## src/rtl/keystream_xor_pkg.sv

```systemverilog
// rtl/keystream_xor_pkg.sv - shared types and defaults for the keystream XOR stage
package keystream_xor_pkg;

  localparam int DEF_DATA_SIZE    = 8;
  localparam int DEF_NUM_MATRICES = 2;

  typedef logic [DEF_DATA_SIZE-1:0] word_t;

  typedef enum logic [1:0] {
    IDLE   = 2'd0,
    LOAD   = 2'd1,
    STREAM = 2'd2,
    REQ    = 2'd3
  } state_t;

endpackage

```

## src/rtl/keystream_xor_ct_out_reg.sv

```systemverilog
// rtl/keystream_xor_ct_out_reg.sv - one-entry valid/ready output register for ciphertext
module ct_out_reg #(
  parameter int DATA_SIZE = 8
) (
  input  logic                 clk,
  input  logic                 rst,
  input  logic                 load,
  input  logic [DATA_SIZE-1:0] new_data,
  input  logic                 new_last,
  input  logic                 ready_down,
  output logic                 ready_up,
  output logic                 valid,
  output logic [DATA_SIZE-1:0] data,
  output logic                 last
);

  // Space is available when empty or when the held byte leaves this cycle.
  assign ready_up = !valid || ready_down;

  // Load a new byte, otherwise drop the held one once downstream takes it.
  always_ff @(posedge clk or negedge rst) begin
    if (!rst) begin
      valid <= 1'b0;
      data  <= '0;
      last  <= 1'b0;
    end else if (load) begin
      valid <= 1'b1;
      data  <= new_data;
      last  <= new_last;
    end else if (ready_down) begin
      valid <= 1'b0;
    end
  end

endmodule

```

## src/rtl/keystream_xor.sv

```systemverilog
// rtl/keystream_xor.sv - captures a keystream batch and XORs it onto the plaintext stream
module keystream_xor
  import keystream_xor_pkg::*;
#(
  parameter int DATA_SIZE    = DEF_DATA_SIZE,
  parameter int NUM_MATRICES = DEF_NUM_MATRICES,
  parameter int NO_REG       = 64 * NUM_MATRICES
) (
  input  logic                 clk,
  input  logic                 rst,
  input  logic                 ks_full,
  input  logic [DATA_SIZE-1:0] ks_data [0:NO_REG-1],
  output logic                 ks_req,
  input  logic                 pt_valid,
  input  logic [DATA_SIZE-1:0] pt_data,
  input  logic                 pt_last,
  output logic                 pt_ready,
  output logic                 ct_valid,
  output logic [DATA_SIZE-1:0] ct_data,
  output logic                 ct_last,
  input  logic                 ct_ready,
  output logic [31:0]          batch_cnt
);

  localparam int IDX_W = $clog2(NO_REG);
  localparam logic [IDX_W-1:0] IDX_LAST = IDX_W'(NO_REG - 1);

  state_t                 state;
  state_t                 next_state;
  logic [IDX_W-1:0]       idx;
  logic [DATA_SIZE-1:0]   ks_buf [0:NO_REG-1];
  logic                   ready_up;
  logic                   accept;
  logic                   batch_done;

  ct_out_reg #(
    .DATA_SIZE (DATA_SIZE)
  ) u_ct_out_reg (
    .clk        (clk),
    .rst        (rst),
    .load       (accept),
    .new_data   (pt_data ^ ks_buf[idx]),
    .new_last   (pt_last),
    .ready_down (ct_ready),
    .ready_up   (ready_up),
    .valid      (ct_valid),
    .data       (ct_data),
    .last       (ct_last)
  );

  // Next state and handshake outputs; plaintext only flows in STREAM.
  always_comb begin
    next_state = state;
    pt_ready   = 1'b0;
    ks_req     = 1'b0;
    accept     = 1'b0;
    batch_done = 1'b0;
    unique case (state)
      IDLE: begin
        if (ks_full) next_state = LOAD;
      end
      LOAD: begin
        next_state = STREAM;
      end
      STREAM: begin
        pt_ready   = ready_up;
        accept     = pt_valid && ready_up;
        batch_done = accept && ((idx == IDX_LAST) || pt_last);
        if (batch_done) next_state = REQ;
      end
      REQ: begin
        ks_req     = 1'b1;
        next_state = IDLE;
      end
      default: next_state = IDLE;
    endcase
  end

  // State register.
  always_ff @(posedge clk or negedge rst) begin
    if (!rst) state <= IDLE;
    else      state <= next_state;
  end

  // Byte index into the batch: cleared on load, advanced per accepted byte, never wraps.
  always_ff @(posedge clk or negedge rst) begin
    if (!rst) begin
      idx <= '0;
    end else if (state == LOAD) begin
      idx <= '0;
    end else if (accept && (idx != IDX_LAST)) begin
      idx <= idx + 1'b1;
    end
  end

  // Keystream buffer is written only in LOAD, so it stays frozen during STREAM.
  always_ff @(posedge clk or negedge rst) begin
    if (!rst) begin
      for (int i = 0; i < NO_REG; i++) ks_buf[i] <= '0;
    end else if (state == LOAD) begin
      for (int i = 0; i < NO_REG; i++) ks_buf[i] <= ks_data[i];
    end
  end

  // Count consumed batches once per request pulse.
  always_ff @(posedge clk or negedge rst) begin
    if (!rst)               batch_cnt <= '0;
    else if (state == REQ)  batch_cnt <= batch_cnt + 32'd1;
  end

endmodule

```

## config.mk

```make
export PLATFORM = sky130hd
export DESIGN_NAME = keystream_xor
export DESIGN_NICKNAME = d
export VERILOG_FILES = /design/src/rtl/keystream_xor_pkg.sv /design/src/rtl/keystream_xor_ct_out_reg.sv /design/src/rtl/keystream_xor.sv
export SDC_FILE = /design/constraint.sdc
export NUM_CORES = 2
export LEC_CHECK = 0
export BUFFER_PORTS_ARGS = -buffer_cell sky130_fd_sc_hd__buf_2
export CORE_UTILIZATION = 25
export DETAILED_ROUTE_END_ITERATION = 7
export HOLD_SLACK_MARGIN = 0.06
export SLEW_MARGIN = 20
export SYNTH_ARGS = -nofsm -noshare
export SYNTH_HDL_FRONTEND = slang
export SYNTH_SLANG_ARGS = --single-unit
```

## constraint.sdc

```tcl
create_clock -name clk -period 3.3 [get_ports clk]
set_input_delay 0.495 -clock clk [delete_from_list [all_inputs] [get_ports clk]]
set_output_delay 0.495 -clock clk [all_outputs]
set_load 0.05 [all_outputs]
```

# Word-level counts from Yosys, hierarchy flattened
# Cells that the tools add are included.
[classes]
n_addsub = 2
order_cmp = 1
n_eq_ne = 7
mux = 13
n_bitwise = 2
reduce_logical = 10
[op_table]
columns = ["cell", "n"]
rows = [
  ["$bmux W8 S7", 1],
  ["$add A32 B1 Y32 const B", 1],
  ["$mux W8", 2],
  ["$mux W7", 2],
  ["$ge A8 B8 Y1 const B", 1],
  ["$not A7 Y8", 1],
  ["$pmux W2 S4", 1],
  ["$xor A8 B8 Y8", 1],
  ["$add A7 B1 Y7 const B", 1],
  ["$eq A7 B7 Y1 const B", 1],
  ["$ne A7 B7 Y1 const B", 1],
  ["$mux W1", 5],
  ["$eq A2 B2 Y1 const B", 2],
  ["$mux W2", 2],
  ["$ne A2 B2 Y1 const B", 2],
  ["$reduce_bool A2 Y1", 2],
  ["$logic_and A1 B1 Y1", 3],
  ["$eq A2 B1 Y1 const B", 1],
  ["$logic_not A2 Y1", 1],
  ["$logic_or A1 B1 Y1", 2],
  ["$reduce_and A2 Y1", 1],
  ["$logic_not A1 Y1", 1],
]
[totals]
ff_bits = 1075
elab_cells = 169

# Longest topological paths before layout
[logic_depth]
ltp_word = 7
mapped_depth = 12
depth_no_buf = 8

# Cells and area by module
# Synthesis repeated with hierarchy kept, for this count alone.
[hier_totals]
hier_cells = 3205
hier_area_um2 = 48703.0
[modules_own_cells]
columns = ["mod", "instances", "cells_each", "area_each_um2", "seq_area_each_um2"]
rows = [
  ["keystream_xor", 1, 3183, 48293.8, 26650.6],
  ["ct_out_reg", 1, 22, 409.1, 250.2],
]

# Worst setup path before layout
# Ideal clock, no wire load.
[synth_path]
kind = "reg-to-reg"
start = "reg idx[0]"
end = "reg u_ct_out_reg.data[4]"
arrival_ns = 2.304
path_slack_ns = 0.864
stages_incl_launch_ff = 9
path_buffers = 2
period_less_slack_ns = 2.436
cell_sequence = "dfrtp_1 > buf_6 > buf_12 > mux4_1 > mux4_2 > a21o_1 > o2111a_1 > nand3_1 > or3b_1"
[synth_via]
elab_chain_len = 5
[synth_rtl]
columns = ["element", "line", "text"]
rows = [
  ["start, declared", "keystream_xor.sv:30", "logic [IDX_W-1:0] idx;"],
  ["start signal, assigned", "keystream_xor.sv:92", "idx <= idx + 1'b1;"],
  ["$not A7 Y8 (implied by the code)", "keystream_xor.sv:42", ".new_data (pt_data ^ ks_buf[idx]),"],
  ["$bmux W8 S7", "keystream_xor.sv:42", ""],
  ["$mux W8 (implied by the code) (2 in a row)", "keystream_xor.sv:42", ""],
  ["$xor A8 B8 Y8", "keystream_xor.sv:42", ""],
  ["end signal, assigned", "keystream_xor_ct_out_reg.sv:28", "data <= new_data;"],
  ["end, declared", "keystream_xor_ct_out_reg.sv:13", "output logic [DATA_SIZE-1:0] data,"],
]
# No other way between the ends. The select of a mux whose other input is x is not followed.
# A chain may end at the register's enable or synchronous reset.

# Worst setup path after layout
[layout_path]
start = "reg idx[1]"
end = "reg u_ct_out_reg.data[3]"
# Same word-level chain as after synthesis.

==> results.cfg <==
[outcome]
outcome = completed

[cells_and_area]
layout_commonest_cell = buf_2
nFillCells = 18359
final_cell_mix = 1080 x buf_2, 1070 x dfrtp_1, 1034 x dlygate4sd3_1
final_util_pct = 37.6
drive_above_1_share_pct = 49.7
nets = 6368
area_growth_pct = 49.5
stdcell_count = 8136
final_cell_area_um2 = 73400

[placed_design]
hpwl_um = 154000
dpl.cell_count = 6780
gp_congestion = 0.904
port_buffers = 1081
place_area_um2 = 58300

[cts]
cts-root-buf = clkbuf_16
clock_latency_ns = 0.79
htree_levels = 4
clock_path_buffers = 3
cts_tree = yes
cts_setup_buffers = 0
cts_sinks = 1075
path_clk_slew_ns = 0.06
numCtsBuffers = 132

[global_routing]
globalRoute.totalOverflow = 0
grt_pass1_wl_um = 296000
grt_max_degree = 96
first_global_vias = 41990
antenna_found_initial = 97
grt_use_total_pct = 20.7

[critical_path]
critPathTopFamily = compound AO/OA/AOI/OAI gates
crit_fanout = 48
end_kind = flip-flop
path_buf_inv = 3
required_ns = 4.00
slowest_delay_ns = 0.56
cp.arrival_ns = 3.85
crit_top_cell = buf_4
cp_slowest_cell = dfrtp_4
crit_chain = nand2b_4 > buf_12 > o221ai_1 > o22ai_1 > o21ai_2 > buf_4 > nand4_1 > buf_4 > or4_1 > a31oi_1
critical_path_class = reg -> reg
startpoint_type = flip-flop

[die]
die_w_um = 445
num_rows = 162
die-area_um2 = 198000
num_io_pins = 1082
die-height_um = 445
core_area_um2 = 195000
start_util_pct = 25.2

[detailed_routing]
drc = 0
num_vias = 38078
routedWlPerCell_um = 25.7
totalWireLength_um = 209000
route.top_layer_used = met5
dr.first_iter.drc_count = 2275
drt-met1-wl_um = 81600
met3_length_um = 10700
viasPerCell = 4.68
routed-wl-met2_um = 104000
first_pass_iters = 5
drtAntennaViolNets = 0

[sta]
finalCritPeriodShare_pct = 95.6
setup_viol = 0
slew_headroom_pct = 38.4
finClkSkew_ns = 0.0304
hold_viol_final = 0
rsz0062_at_grt = false
slew_violations = 0
setup_tns_ns = 0
fmax_mhz = 317
worst_pin_slew_ns = 0.923
whs_ns = 0.141
period_needed_ns = 3.15

[synth]
syn_inst = 3098
synth_warnings = 0
syn_area_um2 = 49100
synth-adder-area-share_pct = 0.153
yosysTopAreaCellShare_pct = 54.8
syn_nets = 4142
synth_cell_types = 59
synth_flop_cell = dfrtp_1
synth_compound_area_share_pct = 2.99
synthSimpleGateAreaFrac_pct = 1.70
synth_edf_count = 0
synth_largest_area_cell = dfrtp_1
ys_ff_latch = 1075
synth_xor_area_share_pct = 0.714
yosysSeqAreaShare_pct = 54.8
muxShareOfSynthArea_pct = 36.5
synth_top_family_by_area = multiplexers
syn_avg_cell_area_um2 = 15.8
synthTopCellsByArea = dfrtp_1 55%, mux2_2 24%, mux4_2 6.7%, mux4_1 3.7%, mux2i_1 2.5%
async_flop_share_pct = 100

[job]
max_cap_violations = 0

[power_and_ir_drop]
p_leak_nw = 31.3
power_density_nw_per_um2 = 888
irDropWorstVdd_mv = 0.481

[worst_hold_path]
hp-class = in -> reg
metrics by stage:
step	setup WS [ns]	power, mW
after global placement	-0.242	48.8
after detailed placement	-0.190	49.5
after CTS	0.00338	65.7
final	0.146	65.2
after floorplan	0.864	40.5
after global routing	0.0338	68.5
state kept, by name (all words and copies together), names as in the netlist:
signal,count
batch_cnt,32
u_ct_out_reg.last,1
state,2
ks_buf,1024
idx,7
u_ct_out_reg.valid,1
u_ct_out_reg.data,8
synthesized netlist by cell type (all sizes together) (3+ instances only):
cell    instances
or3b            3
clkbuf        149
a21o            4
and3            5
nand2b          5
a21oi          36
a211oi          4
a221oi          3
ha              6
buf            63
nand4          18
nor3            6
o21ai          51
xnor2          31
nand3          22
o22ai          46
dfrtp        1075
o221ai         52
nor2b           3
or4             3
a31o            3
xor2            9
o31ai           3
mux2i         121
inv            13
nor2           50
and4            3
mux2         1028
nand2          44
mux4          216
a31oi           4
routing by layer:
metal | GRT usage (%) | vias to the layer above
met3 | 4.14 | 620
li1 | - | 16313
met1 | 24.4 | 19556
met4 | 12.0 | 22
met5 | 0 | -
met2 | 35.1 | 1567
worst register-to-register path: stages (launching register included):
cell and delay, ns:
dfrtp_4 0.56, nand2b_4 0.18, buf_12 0.17, o221ai_1 0.57, o22ai_1 0.16, o21ai_2 0.33
buf_4 0.18, nand4_1 0.10, buf_4 0.18, or4_1 0.49, a31oi_1 0.18
kinds of logic after synthesis:
| group | count (synthesis) |
|---|---|
| mux | 1365 |
| buf+inv | 226 |
| xor+xnor | 40 |
| fa+ha+maj | 6 |
| compound gates | 215 |
| simple gates | 171 |
| flops | 1075 |
final timing paths:
path	from	end	slack (ns)	cells after the start
setup / recovery	idx[1]$_DFFE_PN0P_	u_ct_out_reg.data[3]$_DFFE_PN0P_	0.15	10
hold / removal	pt_data[5]	u_ct_out_reg.data[5]$_DFFE_PN0P_	0.14	3
setup reg to reg	idx[1]$_DFFE_PN0P_	u_ct_out_reg.data[3]$_DFFE_PN0P_	0.15	10
hold reg to reg	batch_cnt[31]$_DFFE_PN0P_	batch_cnt[31]$_DFFE_PN0P_	0.47	1
max in group asynchronous	rst	ks_buf[549]$_DFFE_PN0P_	1.69	3
min in group asynchronous	rst	ks_buf[395]$_DFFE_PN0P_	0.43	2
layout make-up:
cell class	instances	area, um^2	share of cell area (%)
diodes	86	215	0.293
multi-input cells	1797	20700	28.2
repair buffers	2304	17800	24.2
well taps	2624	3280	4.47
clock inverters	51	567	0.772
clock buffers	185	3840	5.23
flip-flops and latches	1075	26900	36.7
inverters	14	62.6	0.0852
repair_timing:
item,in CTS,in global routing
gates cloned,0,0
hold buffers,1034,0
setup endpoints to repair,4,5
endpoints found under the hold margin,1067,0
gates resized for setup,6,9
pin swaps,0,0
power breakdown:
group	total, mW	switching (mW)	internal [mW]
sequential	24.0	4.05	19.9
clock	14.8	6.11	8.72
combinational	26.4	11.5	14.8
No activity file was read; power rests on OpenSTA's default activity.
